===== config.mk =====
export PLATFORM = sky130hd
export DESIGN_NAME = scalar_reduce_acc
export DESIGN_NICKNAME = d
export VERILOG_FILES = /design/src/rtl/scalar_reduce_acc_pkg.sv /design/src/rtl/scalar_reduce_acc_add.sv /design/src/rtl/scalar_reduce_acc.sv
export SDC_FILE = /design/constraint.sdc
export NUM_CORES = 1
export LEC_CHECK = 0
export BUFFER_PORTS_ARGS = -buffer_cell sky130_fd_sc_hd__buf_2
export CORE_MARGIN = 2
export CORE_UTILIZATION = 28
export DETAILED_ROUTE_END_ITERATION = 16
export PLACE_DENSITY_LB_ADDON = 0.2
export SLEW_MARGIN = 15
export SYNTH_ARGS = -nofsm -noshare
export SYNTH_HDL_FRONTEND = slang
export SYNTH_SLANG_ARGS = --single-unit

===== constraint.sdc =====
create_clock -name clk -period 7.1 [get_ports clk]
set_clock_uncertainty 0.15 [all_clocks]
set_input_delay 0.71 -clock clk [delete_from_list [all_inputs] [get_ports clk]]
set_output_delay 0.71 -clock clk [all_outputs]
set_load 0.02 [all_outputs]

===== src/rtl/scalar_reduce_acc_pkg.sv =====
// scalar_pkg: shared defaults, FSM state encoding and parameter sanity helper
// for the scalar_reduce_acc reduction stage.
//   SIZE_ARRAY_DEF : default lanes per input beat
//   SIZE_INT_DEF   : default bits per unsigned lane product
//   state_t        : IDLE / SUM / DONE
//   acc_width_ok() : true when the accumulator can hold one full beat without loss
package scalar_pkg;

    localparam int SIZE_ARRAY_DEF = 4;
    localparam int SIZE_INT_DEF   = 32;

    typedef enum logic [1:0] {
        IDLE = 2'd0,
        SUM  = 2'd1,
        DONE = 2'd2
    } state_t;

    function automatic bit acc_width_ok(input int acc_w, input int size_int, input int size_array);
        return (size_array >= 2) && (acc_w >= size_int + $clog2(size_array));
    endfunction

endpackage


===== src/rtl/scalar_reduce_acc_add.sv =====
// scalar_acc_add: ACC_WIDTH unsigned adder, accumulator plus zero-extended lane.
// Config macro: SCALAR_ACC_SAT_EN (defined: clamp sum to all-ones on carry out;
// undefined: wrap modulo 2**ACC_WIDTH). Carry out is reported in both builds.
//   i_acc   in  ACC_WIDTH  current accumulator
//   i_lane  in  SIZE_INT   lane product, unsigned
//   o_sum   out ACC_WIDTH  next accumulator value
//   o_carry out 1          carry out of bit ACC_WIDTH-1
module scalar_acc_add #(
    parameter int ACC_WIDTH = 40,
    parameter int SIZE_INT  = 32
) (
    input  logic [ACC_WIDTH-1:0] i_acc,
    input  logic [SIZE_INT-1:0]  i_lane,
    output logic [ACC_WIDTH-1:0] o_sum,
    output logic                 o_carry
);

    logic [ACC_WIDTH:0] w_raw;

    always_comb begin
        w_raw   = {1'b0, i_acc} + {{(ACC_WIDTH + 1 - SIZE_INT){1'b0}}, i_lane};
        o_carry = w_raw[ACC_WIDTH];
`ifdef SCALAR_ACC_SAT_EN
        o_sum   = o_carry ? '1 : w_raw[ACC_WIDTH-1:0];
`else
        o_sum   = w_raw[ACC_WIDTH-1:0];
`endif
    end

endmodule


===== src/rtl/scalar_reduce_acc.sv =====
// scalar_reduce_acc: serial dot-product reduction. Accepts a beat of SIZE_ARRAY
// unsigned lane products, adds one lane per cycle into the accumulator, keeps
// accumulating across beats until one marked last, then holds the result on an
// out_valid/out_ready handshake.
// Config macro: SCALAR_ACC_SAT_EN (saturating accumulator; see scalar_acc_add).
//   clk        in   1          clock, rising edge
//   rst        in   1          asynchronous active-high reset
//   in_prod    in   SIZE       packed lane products, lane i at [i*SIZE_INT +: SIZE_INT]
//   in_last    in   1          beat closes the current dot product
//   in_valid   in   1          beat valid
//   in_ready   out  1          beat can be accepted (IDLE)
//   out_result out  ACC_WIDTH  dot product, valid with out_valid
//   out_ovf    out  1          sticky overflow of the current dot product
//   out_valid  out  1          result valid
//   out_ready  in   1          consumer accepts result
module scalar_reduce_acc
    import scalar_pkg::*;
#(
    parameter int SIZE_ARRAY = SIZE_ARRAY_DEF,
    parameter int SIZE_INT   = SIZE_INT_DEF,
    parameter int ACC_WIDTH  = 40
) (
    input  logic                           clk,
    input  logic                           rst,
    input  logic [SIZE_ARRAY*SIZE_INT-1:0] in_prod,
    input  logic                           in_last,
    input  logic                           in_valid,
    output logic                           in_ready,
    output logic [ACC_WIDTH-1:0]           out_result,
    output logic                           out_ovf,
    output logic                           out_valid,
    input  logic                           out_ready
);

    localparam int SIZE  = SIZE_ARRAY * SIZE_INT;
    localparam int CNT_W = $clog2(SIZE_ARRAY);
    localparam logic [CNT_W-1:0] LANE_LAST = CNT_W'(SIZE_ARRAY - 1);
    localparam bit ACC_OK = acc_width_ok(ACC_WIDTH, SIZE_INT, SIZE_ARRAY);

    generate
        if (!ACC_OK) begin : g_acc_width_check
            $error("scalar_reduce_acc: ACC_WIDTH too small or SIZE_ARRAY < 2");
        end
    endgenerate

    state_t               r_state;
    state_t               w_next_state;
    logic [SIZE-1:0]      r_prod;
    logic                 r_last;
    logic [CNT_W-1:0]     r_lane_cnt;
    logic [ACC_WIDTH-1:0] r_acc;
    logic                 r_ovf;

    logic [SIZE_INT-1:0]  w_lane;
    logic [ACC_WIDTH-1:0] w_sum;
    logic                 w_carry;

    // Lane mux with constant slice offsets only.
    always_comb begin
        w_lane = '0;
        for (int unsigned i = 0; i < SIZE_ARRAY; i++) begin
            if (r_lane_cnt == CNT_W'(i)) begin
                w_lane = r_prod[i*SIZE_INT +: SIZE_INT];
            end
        end
    end

    scalar_acc_add #(
        .ACC_WIDTH (ACC_WIDTH),
        .SIZE_INT  (SIZE_INT)
    ) u_add (
        .i_acc   (r_acc),
        .i_lane  (w_lane),
        .o_sum   (w_sum),
        .o_carry (w_carry)
    );

    always_comb begin
        w_next_state = r_state;
        in_ready     = 1'b0;
        out_valid    = 1'b0;
        out_result   = '0;
        out_ovf      = 1'b0;
        case (r_state)
            IDLE: begin
                in_ready = 1'b1;
                if (in_valid) begin
                    w_next_state = SUM;
                end
            end
            SUM: begin
                if (r_lane_cnt == LANE_LAST) begin
                    w_next_state = r_last ? DONE : IDLE;
                end
            end
            DONE: begin
                out_valid  = 1'b1;
                out_result = r_acc;
                out_ovf    = r_ovf;
                if (out_ready) begin
                    w_next_state = IDLE;
                end
            end
            default: begin
                w_next_state = IDLE;
            end
        endcase
    end

    always_ff @(posedge clk or posedge rst) begin
        if (rst) begin
            r_state    <= IDLE;
            r_prod     <= '0;
            r_last     <= 1'b0;
            r_lane_cnt <= '0;
            r_acc      <= '0;
            r_ovf      <= 1'b0;
        end else begin
            r_state <= w_next_state;
            case (r_state)
                IDLE: begin
                    if (in_valid) begin
                        r_prod     <= in_prod;
                        r_last     <= in_last;
                        r_lane_cnt <= '0;
                    end
                end
                SUM: begin
                    r_acc      <= w_sum;
                    r_ovf      <= r_ovf | w_carry;
                    r_lane_cnt <= r_lane_cnt + 1'b1;
                end
                DONE: begin
                    if (out_ready) begin
                        r_acc <= '0;
                        r_ovf <= 1'b0;
                    end
                end
                default: ;
            endcase
        end
    end

endmodule

==> impl_results.md, run 1 <==
- Pin count of the biggest net entering global routing: 104
- Detailed-route wire length: 29800 um
- DRC viols: 0
- CTS Root Cell: clkbuf_16
- Fin crit share: 66.6%
- WL/cell: 15.9 um
- Post-synthesis simple-gate area fraction: 29.5%
- CP max FO: 26
- Cells after Synth: 1271
- GRT Overall Usage: 16.6%
- Distinct cells, synth: 56
- Syn_area_per_cell: 7.72 um2
- Synth Cell Area: 0.00981 mm2
- IO buf count: 175
- Total CTS buffers: 17
- ANT nets after route: 0
- Crit end category: flop
- Worst path bufs/invs: 1
- Worst vdd ir: 201 uV
- Crit path largest cell delay: 0.83 ns
- Worst setup path class: flop to flop
- Worst Path Arrival: 4.94 ns
- Clk buf depth: 2
- Ys flop type: dfrtp_1
- Die ar.: 0.0366 mm2
- Crit path cell chain: inv_1 > ha_1 > nand2_1 > nor2_1 > a21oi_1 > nor2_1 > a21oi_1 > o21ai_0 > ha_1 > nand4_1 > o221ai_1 > o21ba_4 > o31ai_4 > a21oi_2 > or4_1 > a21boi_1
- Row cnt: 68
- Final Instance Area: 0.0116 mm2
- Leak Pwr: 6.03 nW
- Synth warn: 0
- CTS clk-pin slew, worst paths: 0.09 ns
- Final Hold Viols: 0
- DR iter-0 viols: 547
- Worst Path Required: 7.31 ns
- Max-Cap Viols: 0
- Post-synthesis xor/xnor area fraction: 2.23%
- Most common cell in the synthesized netlist: nand2_1
- Inst Count DP: 1836
- RSZ-0062 raised after global routing: no
- Seq/Total Area, Yosys: 44.4%
- Slew Limit Fails: 0
- Post-CTS Hold Fix Bufs: 0
- Total grt overflow: 0
- Pre-Repair DR Iteration Count: 4
- Ys async rst share: 100%
- Multiplexer share of the synthesized area: 0.510%
- Setup ws final: 2.37 ns
- H-tree levels: 4
- Starting Density: 28.4%
- Fin cells: 1868
- Net count after synthesis: 1443
- Synthesis-stage register bit count: 174
- Vias in the first global route: 8666
- Critical path's top delay family: compound AO/OA/AOI/OAI gates
- Area after DPL: 0.0110 mm2
- # setup viols final: 0
- Final nets: 1572
- I/O pin cnt: 176
- Synth top area cells: dfrtp_1 44%, nand2_1 19%, ha_1 4.8%
- Worst hold path class: primary input to flop
- Worst Tran Pin Value: 1.01 ns
- DR vias: 8687
- Post-Synth Adder-Cell Area: 5.05%
- Post-cts resize count: 0
- # diodes: 0
- Hpwl dp: 22100 um
- Share of layout cells above drive strength 1: 17.1%
- Die H: 191 um
- Worst skew pair latency: 0.44 ns
- EDFF count, synth: 0
- TritonCTS Sinks: 174
- Setup TNS Final: 0 ns
- Final GP Congestion: 0.839
- Core Area: 0.0345 mm2
- First-pass GRT wire length: 47400 um
- Area delta synth->final: 18.7%
- Final Util: 33.7%
- Largest family of logic cells by synthesized area: simple AND/OR/NAND/NOR gates
- Setup bufs post-CTS: 0
- Synth Area in Compound Gates: 14.2%
- Worst Setup Slack post-DPL: 2.36 ns
- Antenna violations before repair: 1
- Startpoint Class: flop
- CTS tree: built
- R2R setup slack: 2.37 ns
- Vias/cell: 4.65
- Die width: 191 um
- Top cell type's share of synthesized area: 44.4%
- Slew HR: 32.7%
- Area leader, netlist: dfrtp_1
- Synth cell count leaders: 507 x nand2_1, 174 x dfrtp_1, 94 x a21oi_1
- Tmin final: 4.73 ns
- PD cells: 528 mW/mm2
- Status: finished, final reports clean
- Max Fclk: 211 MHz
- CP max stage cell: ha_1
==> report_power, final <==
group          leakage, nW  switching (mW)  total (mW)  internal, mW
clock network        0.302           0.493       0.987         0.494
logic                 3.58            2.11        3.35          1.23
registers             2.15           0.341        1.82          1.48
==> worst paths after layout <==
path,endpoint,cells past startpoint,from
max,r_acc[37]$_DFFE_PP0P_,16,r_lane_cnt[0]$_DFFE_PP0P_
min,r_prod[8]$_DFFE_PP0P_,3,in_prod[8]
max reg2reg,r_acc[37]$_DFFE_PP0P_,16,r_lane_cnt[0]$_DFFE_PP0P_
min reg2reg,r_prod[52]$_DFFE_PP0P_,2,r_prod[52]$_DFFE_PP0P_
max in group asynchronous,r_acc[22]$_DFFE_PP0P_,3,rst
min in group asynchronous,r_prod[40]$_DFFE_PP0P_,2,rst
==> logic make-up (layout without fill, tap and decap cells) <==
family                   count (synthesis)  count (layout)
flip-flops                             174             174
adder cells (fa/ha/maj)                 39              39
AND/OR/NAND/NOR                        704             704
XOR/XNOR                                25              25
buffers and inverters                   93             235
AO/OA/AOI/OAI                          231             231
multiplexers                             5               5
==> area by class of cell <==
class / count / area, um2
fillers: 3817 / 22900
multi-input cells: 1004 / 5080
flip-flops and latches: 174 / 4350
repair buffers: 185 / 951
well taps: 455 / 569
clock buffers: 18 / 439
clock inverters: 14 / 183
inverters: 18 / 72.6
==> metal layers <==
layer	global-route usage (%)	wire length, um
met5	0	0
met2	24.5	12600
met3	2.64	1230
met4	3.70	367
met1	25.3	15500
==> state kept, by name, indices dropped and copies added (netlist names) <==
name,flops
r_lane_cnt,2
r_ovf,1
r_prod,128
r_acc,40
r_last,1
r_state,2
==> placed cells by master (no fill, tap or decap), types with 26 or more instances in the layout <==
| cell type | count |
|---|---|
| buf_2 | 175 |
| dfrtp_1 | 174 |
| o21ai_0 | 69 |
| ha_1 | 35 |
| nor2_1 | 87 |
| nand2_1 | 505 |
| a21oi_1 | 94 |
| and2_1 | 42 |
| nand3_1 | 26 |
==> worst min-delay path, cell delays in order <==
cell and delay (ns):
buf_2 0.07, nand2_1 0.04, nand2_1 0.04
==> stage by stage <==
stage / power [mW] / hold WS, ns
after floorplan: 4.32 / 0.290
after global placement: 5.19 / 0.310
after detailed placement: 5.20 / 0.313
after CTS: 6.21 / 0.290
after global routing: 6.76 / 0.291
final: 6.15 / 0.299
Note: power is estimated with default switching activity, not from simulation.
==> run 2, diff against run 1 <==
--- a/config.mk
+++ b/config.mk
@@ -5,6 +5,7 @@
 export SDC_FILE = /design/constraint.sdc
 export NUM_CORES = 1
 export LEC_CHECK = 0
+export ABC_AREA = 1
 export BUFFER_PORTS_ARGS = -buffer_cell sky130_fd_sc_hd__buf_2
 export CORE_MARGIN = 2
 export CORE_UTILIZATION = 28
==> constraint.sdc (replaced) <==
create_clock -name clk -period 4.38 [get_ports clk]
set_clock_uncertainty 0.15 [all_clocks]
set_input_delay 0.438 -clock clk [delete_from_list [all_inputs] [get_ports clk]]
set_output_delay 0.438 -clock clk [all_outputs]
set_load 0.02 [all_outputs]
==> run 2 against run 1 <==
Against the previous run:
- via count rose by 6.5%
- count of clock-buffer cells in the layout did not move
- synthesized area up 7.8%
- highest routed layer unchanged
- cell area up 8.3%
- utilization about the same
- non-clock buffer count unchanged
- critical endpoint is now r_acc[26]$_DFFE_PP0P_
- hold slack worse by 0.25 ns
- synthesized cell count rose by 7.1%
==> impl_results.md, run 2 <==
- Net count after synthesis: 1533
- ANT nets after route: 0
- Setup bufs post-CTS: 0
- Worst Tran Pin Value: 0.881 ns
- Most frequent cells in the layout: 278 x nand2_1, 202 x inv_1, 176 x nor2_1, 175 x buf_2, 174 x dfrtp_1
- Die width: 198 um
- Fin crit share: 88.7%
- CTS tree: built
- Ys flop type: dfrtp_1
- H-tree levels: 4
- Crit end category: flop
- Synth top area cells: dfrtp_1 41%, mux2_2 10%, nand2_1 9.9%
- Max-Cap Viols: 0
- Clk buf depth: 2
- Worst Path Required: 4.55 ns
- Commonest non-fill, non-tap cell in the layout: nand2_1
- Final Instance Area: 0.0126 mm2
- Tmin final: 3.89 ns
- DRC viols: 0
- EDFF count, synth: 0
- Largest registers: r_prod x128, r_acc x40
- Total grt overflow: 0
- Status: finished, final reports clean
- Detailed-route wire length: 34000 um
- FF+latch area: 0.00435 mm2
- Antenna violations before repair: 0
- CTS Root Cell: clkbuf_16
- Crit path cell chain: inv_1 > ha_1 > buf_4 > a21oi_1 > o21ai_0 > o21ai_0 > a21oi_1 > ha_1 > inv_1 > fa_1 > inv_1 > nand3_1 > inv_1 > nand3_1 > nand3_1 > nand3_1 > nand2_1 > nand2_1 > nand3_1 > o21ai_0
- Worst hold path class: primary input to flop
- Worst skew pair latency: 0.47 ns
- Die ar.: 0.0393 mm2
- CP max stage cell: dfrtp_1
- Pre-Repair DR Iteration Count: 4
- WL/cell: 16.7 um
- Multi-input gate area: 0.00517 mm2
- GR Layer Usage met3: 3.17%
- Max reg flops: 128
- Slew Limit Fails: 0
- Pin count of the biggest net entering global routing: 96
- Area after DPL: 0.0119 mm2
- Distinct cells, synth: 34
- Row cnt: 71
- First-pass GRT wire length: 53500 um
- CP max FO: 32
- Area leader, netlist: dfrtp_1
- Met1 Usage GRT: 25.6%
- Worst Setup Slack post-DPL: 0.535 ns
- Core Area: 0.0374 mm2
- Slew HR: 41.2%
- Final GP Congestion: 0.868
- Largest register by flop count: r_prod
- Worst Path Arrival: 4.06 ns
- Post-CTS Hold Fix Bufs: 1
- Share of layout cells above drive strength 1: 22.5%
- Post-cts resize count: 0
- # diodes: 0
- # setup viols final: 0
- CTS clk-pin slew, worst paths: 0.08 ns
- Starting Density: 28.3%
- Most used cell, CP: nand3_1
- Synth warn: 0
- Total CTS buffers: 17
- Syn_area_per_cell: 7.77 um2
- DR iter-0 viols: 581
- Vias in the first global route: 9411
- Area delta synth->final: 19.3%
- IO buf count: 175
- Setup ws final: 0.494 ns
- Setup TNS Final: 0 ns
- Final nets: 1688
- Synth cell count leaders: 279 x nand2_1, 203 x inv_1, 176 x nor2_1
- Die H: 198 um
- Startpoint Class: flop
- Filler Cells Inserted: 4077
- TritonCTS Sinks: 174
- DR vias: 9251
- Seq/Total Area, Yosys: 41.2%
- Max Fclk: 257 MHz
- Met2 Use GR: 28.0%
- Layer with the highest usage: met2
- Synth Cell Area: 0.0106 mm2
- Most common cell in the synthesized netlist: nand2_1
- Cells after Synth: 1361
- Crit path largest cell delay: 0.41 ns
- Worst setup path class: flop to flop
- RSZ-0062 raised after global routing: no
- Ys async rst share: 100%
- Synthesis-stage register bit count: 174
- Hpwl dp: 26100 um
- GRT Overall Usage: 17.9%
- I/O pin cnt: 176
- Final Hold Viols: 0
- Top cell type's share of synthesized area: 41.2%
- Vias/cell: 4.53
-- run 2: worst paths after layout --
| path | startpoint | endpoint | slack, ns | cells past startpoint |
|---|---|---|---|---|
| max reg2reg | r_lane_cnt[1]$_DFFE_PP0P_ | r_acc[26]$_DFFE_PP0P_ | 0.49 | 20 |
| min reg2reg | r_prod[76]$_DFFE_PP0P_ | r_prod[76]$_DFFE_PP0P_ | 0.35 | 1 |
| max | r_lane_cnt[1]$_DFFE_PP0P_ | r_acc[26]$_DFFE_PP0P_ | 0.49 | 20 |
| min in group asynchronous | rst | r_prod[47]$_DFFE_PP0P_ | 0.43 | 3 |
| min | in_prod[107] | r_prod[107]$_DFFE_PP0P_ | 0.05 | 2 |
| max in group asynchronous | rst | r_acc[29]$_DFFE_PP0P_ | 2.80 | 4 |
-- run 2: final cells by class --
class | count | area share (%)
multi-input cells | 930 | 41.0
repair buffers | 185 | 7.86
clock inverters | 14 | 1.77
flip-flops and latches | 174 | 34.5
inverters | 208 | 6.26
clock buffers | 18 | 3.48
well taps | 511 | 5.07
-- run 2: worst max-delay path, delay by kind of cell (launching register included) --
family	cells	cell delay [ns]
fa+ha+maj	3	0.88
simple gates	7	0.87
compound gates	5	0.72
buf+inv	5	0.70
flops	1	0.41
-- run 2: logic make-up (layout without fill, tap and decap cells) --
group                      Yosys count  in the layout  synth area share, %
xor gates and xnor gates            15             15                 1.24
and+or+nand+nor                    540            540                 21.1
muxes                               94             94                 10.0
DFF                                174            174                 41.2
buffers and inverters              257            425                 9.94
AOI/OAI and AO/OA                  242            242                 11.9
adders and majority gates           39             39                 4.69
-- run 2: stage by stage --
| stage | util [%] | hold slack (ns) | instances |
|---|---|---|---|
| after floorplan | - | 0.324 | 1361 |
| after global placement | 31.9 | 0.332 | 2007 |
| after detailed placement | 31.9 | 0.338 | 2007 |
| after CTS | 33.7 | 0.0398 | 2040 |
| after global routing | 33.7 | 0.0490 | 2040 |
| final | 33.7 | 0.0511 | 2040 |
-- run 2: layer usage --
layer  vias up  wire length (um)
met5         -                 0
met4         0               442
met3        23              1260
met2       180             15300
met1      4391             17000
li1       4657                 -
Power of run 2 is not shown: default switching activity piles up to over one toggle a cycle in this logic, so the estimate is an artifact.
==> run 3, diff against run 2 <==
--- a/config.mk
+++ b/config.mk
@@ -5,12 +5,11 @@
 export SDC_FILE = /design/constraint.sdc
 export NUM_CORES = 1
 export LEC_CHECK = 0
-export ABC_AREA = 1
 export BUFFER_PORTS_ARGS = -buffer_cell sky130_fd_sc_hd__buf_2
 export CORE_MARGIN = 2
 export CORE_UTILIZATION = 28
 export DETAILED_ROUTE_END_ITERATION = 16
-export PLACE_DENSITY_LB_ADDON = 0.2
+export PLACE_DENSITY = 0.56
 export SLEW_MARGIN = 15
 export SYNTH_ARGS = -nofsm -noshare
 export SYNTH_HDL_FRONTEND = slang
==> run 3 against run 2 <==
Against the previous run:
- final cell count fell by 7.7%
- utilization up 0.58 points
- cell area decreased by 6.1%
- global-route usage down 1.4 points
- critical endpoint is now r_acc[38]$_DFFE_PP0P_
- largest cell class unchanged
- highest routed layer unchanged
==> impl_results.md, run 3 (synthesis results as in run 1) <==
- PD cells: 860 mW/mm2
- Worst setup path class: flop to flop
- WL/cell: 15.8 um
- Share of layout cells above drive strength 1: 18.0%
- Total grt overflow: 0
- Setup TNS Final: 0 ns
- TritonCTS Sinks: 174
- Largest register by flop count: r_prod
- Pre-Repair DR Iteration Count: 5
- Clk buf depth: 2
- Vias in the first global route: 8616
- # diodes: 0
- Worst skew pair latency: 0.44 ns
- Die ar.: 0.0366 mm2
- Slew Limit Fails: 0
- R2r startpoint: r_lane_cnt[0]$_DFFE_PP0P_
- Die H: 191 um
- Filler Cells Inserted: 3740
- DR vias: 8830
- Die width: 191 um
- Worst Path Arrival: 4.28 ns
- Largest registers: r_prod x128, r_acc x40
- Worst hold path class: primary input to flop
- Max-Cap Viols: 0
- I/O pin cnt: 176
- Most frequent cells in the layout: 506 x nand2_1, 175 x buf_2, 173 x dfrtp_1, 93 x a21oi_1, 87 x nor2_1
- Worst vdd ir: 367 uV
- Detailed-route wire length: 29800 um
- H-tree levels: 4
- Row cnt: 68
- Total CTS buffers: 17
- Final GP Congestion: 0.881
- Final Hold Viols: 0
- R2R setup slack: 0.27 ns
- IO buf count: 175
- Worst Tran Pin Value: 1.12 ns
- Multi-input gate area: 0.00510 mm2
- Slew HR: 25.1%
- ANT nets after route: 0
- Antenna violations before repair: 1
- Power, Total: 10.2 mW
- CTS clk-pin slew, worst paths: 0.08 ns
- Area delta synth->final: 20.8%
- Core Area: 0.0345 mm2
- Worst Setup EP: r_acc[38]$_DFFE_PP0P_
- CTS Root Cell: clkbuf_16
- Leak Pwr: 6.12 nW
- Commonest non-fill, non-tap cell in the layout: nand2_1
- FF+latch area: 0.00436 mm2
- Worst Path Required: 4.55 ns
- Max reg flops: 128
- Vias/cell: 4.69
- CTS tree: built
- Cell count of the worst reg-to-reg path: 15
- Fin crit share: 93.9%
- DRC viols: 0
- DR iter-0 viols: 548
- Max Fclk: 243 MHz
- Tmin final: 4.11 ns
- # setup viols final: 0
- Pin count of the biggest net entering global routing: 159
- Status: finished, final reports clean
- FF-to-FF End: r_acc[38]$_DFFE_PP0P_
- Final nets: 1587
- RSZ-0062 raised after global routing: no
- First-pass GRT wire length: 46800 um
- Startpoint Class: flop
- CP max FO: 34
- GRT Overall Usage: 16.5%
- Starting Density: 28.4%
- Crit end category: flop
- Setup crit start: r_lane_cnt[0]$_DFFE_PP0P_
- Hpwl dp: 22400 um
-- run 3: cell count changes in the layout (fill, tap and decap cells not counted), sizes merged, moves of 15 or more --
| cell | before | now |
|---|---|---|
| a21o | 0 | 18 |
| a21oi | 134 | 96 |
| and2 | 0 | 43 |
| buf | 184 | 199 |
| inv | 213 | 27 |
| mux2 | 94 | 0 |
| nand2 | 288 | 507 |
| nand3 | 45 | 26 |
| nor2 | 187 | 87 |
| o21ai | 84 | 69 |
| o22ai | 16 | 0 |
-- run 3: what timing repair did --
item | 4_1_cts | 5_1_grt
endpoints found under the hold margin | 16 | 0
setup endpoints to repair | 0 | 13
gates resized for setup | 0 | 5
setup buffers | 0 | 2
hold buffers | 1 | 0
-- run 3: report_power, final --
part           internal, mW  switching (mW)
Clock                 0.874           0.753
Sequential             2.40           0.585
Combinational          2.15            3.42
Total                  5.43            4.76
-- run 3: final cells by class --
cell class              instances  share of cell area, %
repair buffers                200                   9.63
inverters                      18                  0.602
multi-input cells            1004                   43.0
clock inverters                15                   1.58
clock buffers                  17                   3.59
well taps                     455                   4.81
flip-flops and latches        174                   36.8
-- run 3: routing by layer --
| layer | track usage [%] | share of wire (%) | wire length [um] | vias up |
|---|---|---|---|---|
| met3 | 2.44 | 4.4 | 1320 | 20 |
| met5 | 0 | 0 | 0 | - |
| met2 | 25.2 | 43 | 12800 | 233 |
| met1 | 24.6 | 52 | 15400 | 4124 |
| li1 | - | - | - | 4453 |
| met4 | 3.58 | 1.1 | 318 | 0 |
-- run 3: critical path, cell delays in order, from the launching register on --
cell and delay [ns]:
dfrtp_2 0.45, inv_1 0.09, ha_2 0.35, buf_12 0.22, nor2_1 0.06, a21oi_1 0.30, o21ai_0 0.14, ha_1 0.44
nand4_1 0.17, nor4_1 0.24, o211ai_1 0.23, a31oi_2 0.30, a221oi_4 0.13, o31a_4 0.39, o211ai_1 0.19, o31ai_1 0.11
-- run 3: how the worst min path moves through the flow --
stage / slack, ns / cells after the start / start / end
2_1_floorplan: 0.29 / 2 / r_ovf$_DFFE_PP0P_ / r_ovf$_DFFE_PP0P_
3_3_place_gp: 0.31 / 2 / r_prod[67]$_DFFE_PP0P_ / r_prod[67]$_DFFE_PP0P_
3_5_place_dp: 0.31 / 2 / r_prod[64]$_DFFE_PP0P_ / r_prod[64]$_DFFE_PP0P_
4_1_cts: 0.01 / 3 / in_prod[19] / r_prod[19]$_DFFE_PP0P_
5_1_grt: 0.04 / 3 / in_prod[19] / r_prod[19]$_DFFE_PP0P_
6_report: 0.03 / 3 / in_prod[18] / r_prod[18]$_DFFE_PP0P_
-- run 3: through the flow --
step	hold WS (ns)	instances	instance area, um2	worst slack [ns]	utilization, %
floorplan	0.290	1271	9810	0.532	-
global placement	0.309	1848	11200	0.192	32.3
detailed placement	0.314	1848	11200	0.0761	32.3
CTS	0.0144	1881	11800	0.0597	34.1
global route	0.0350	1883	11800	0.0424	34.3
finish	0.0342	1883	11800	0.269	34.3
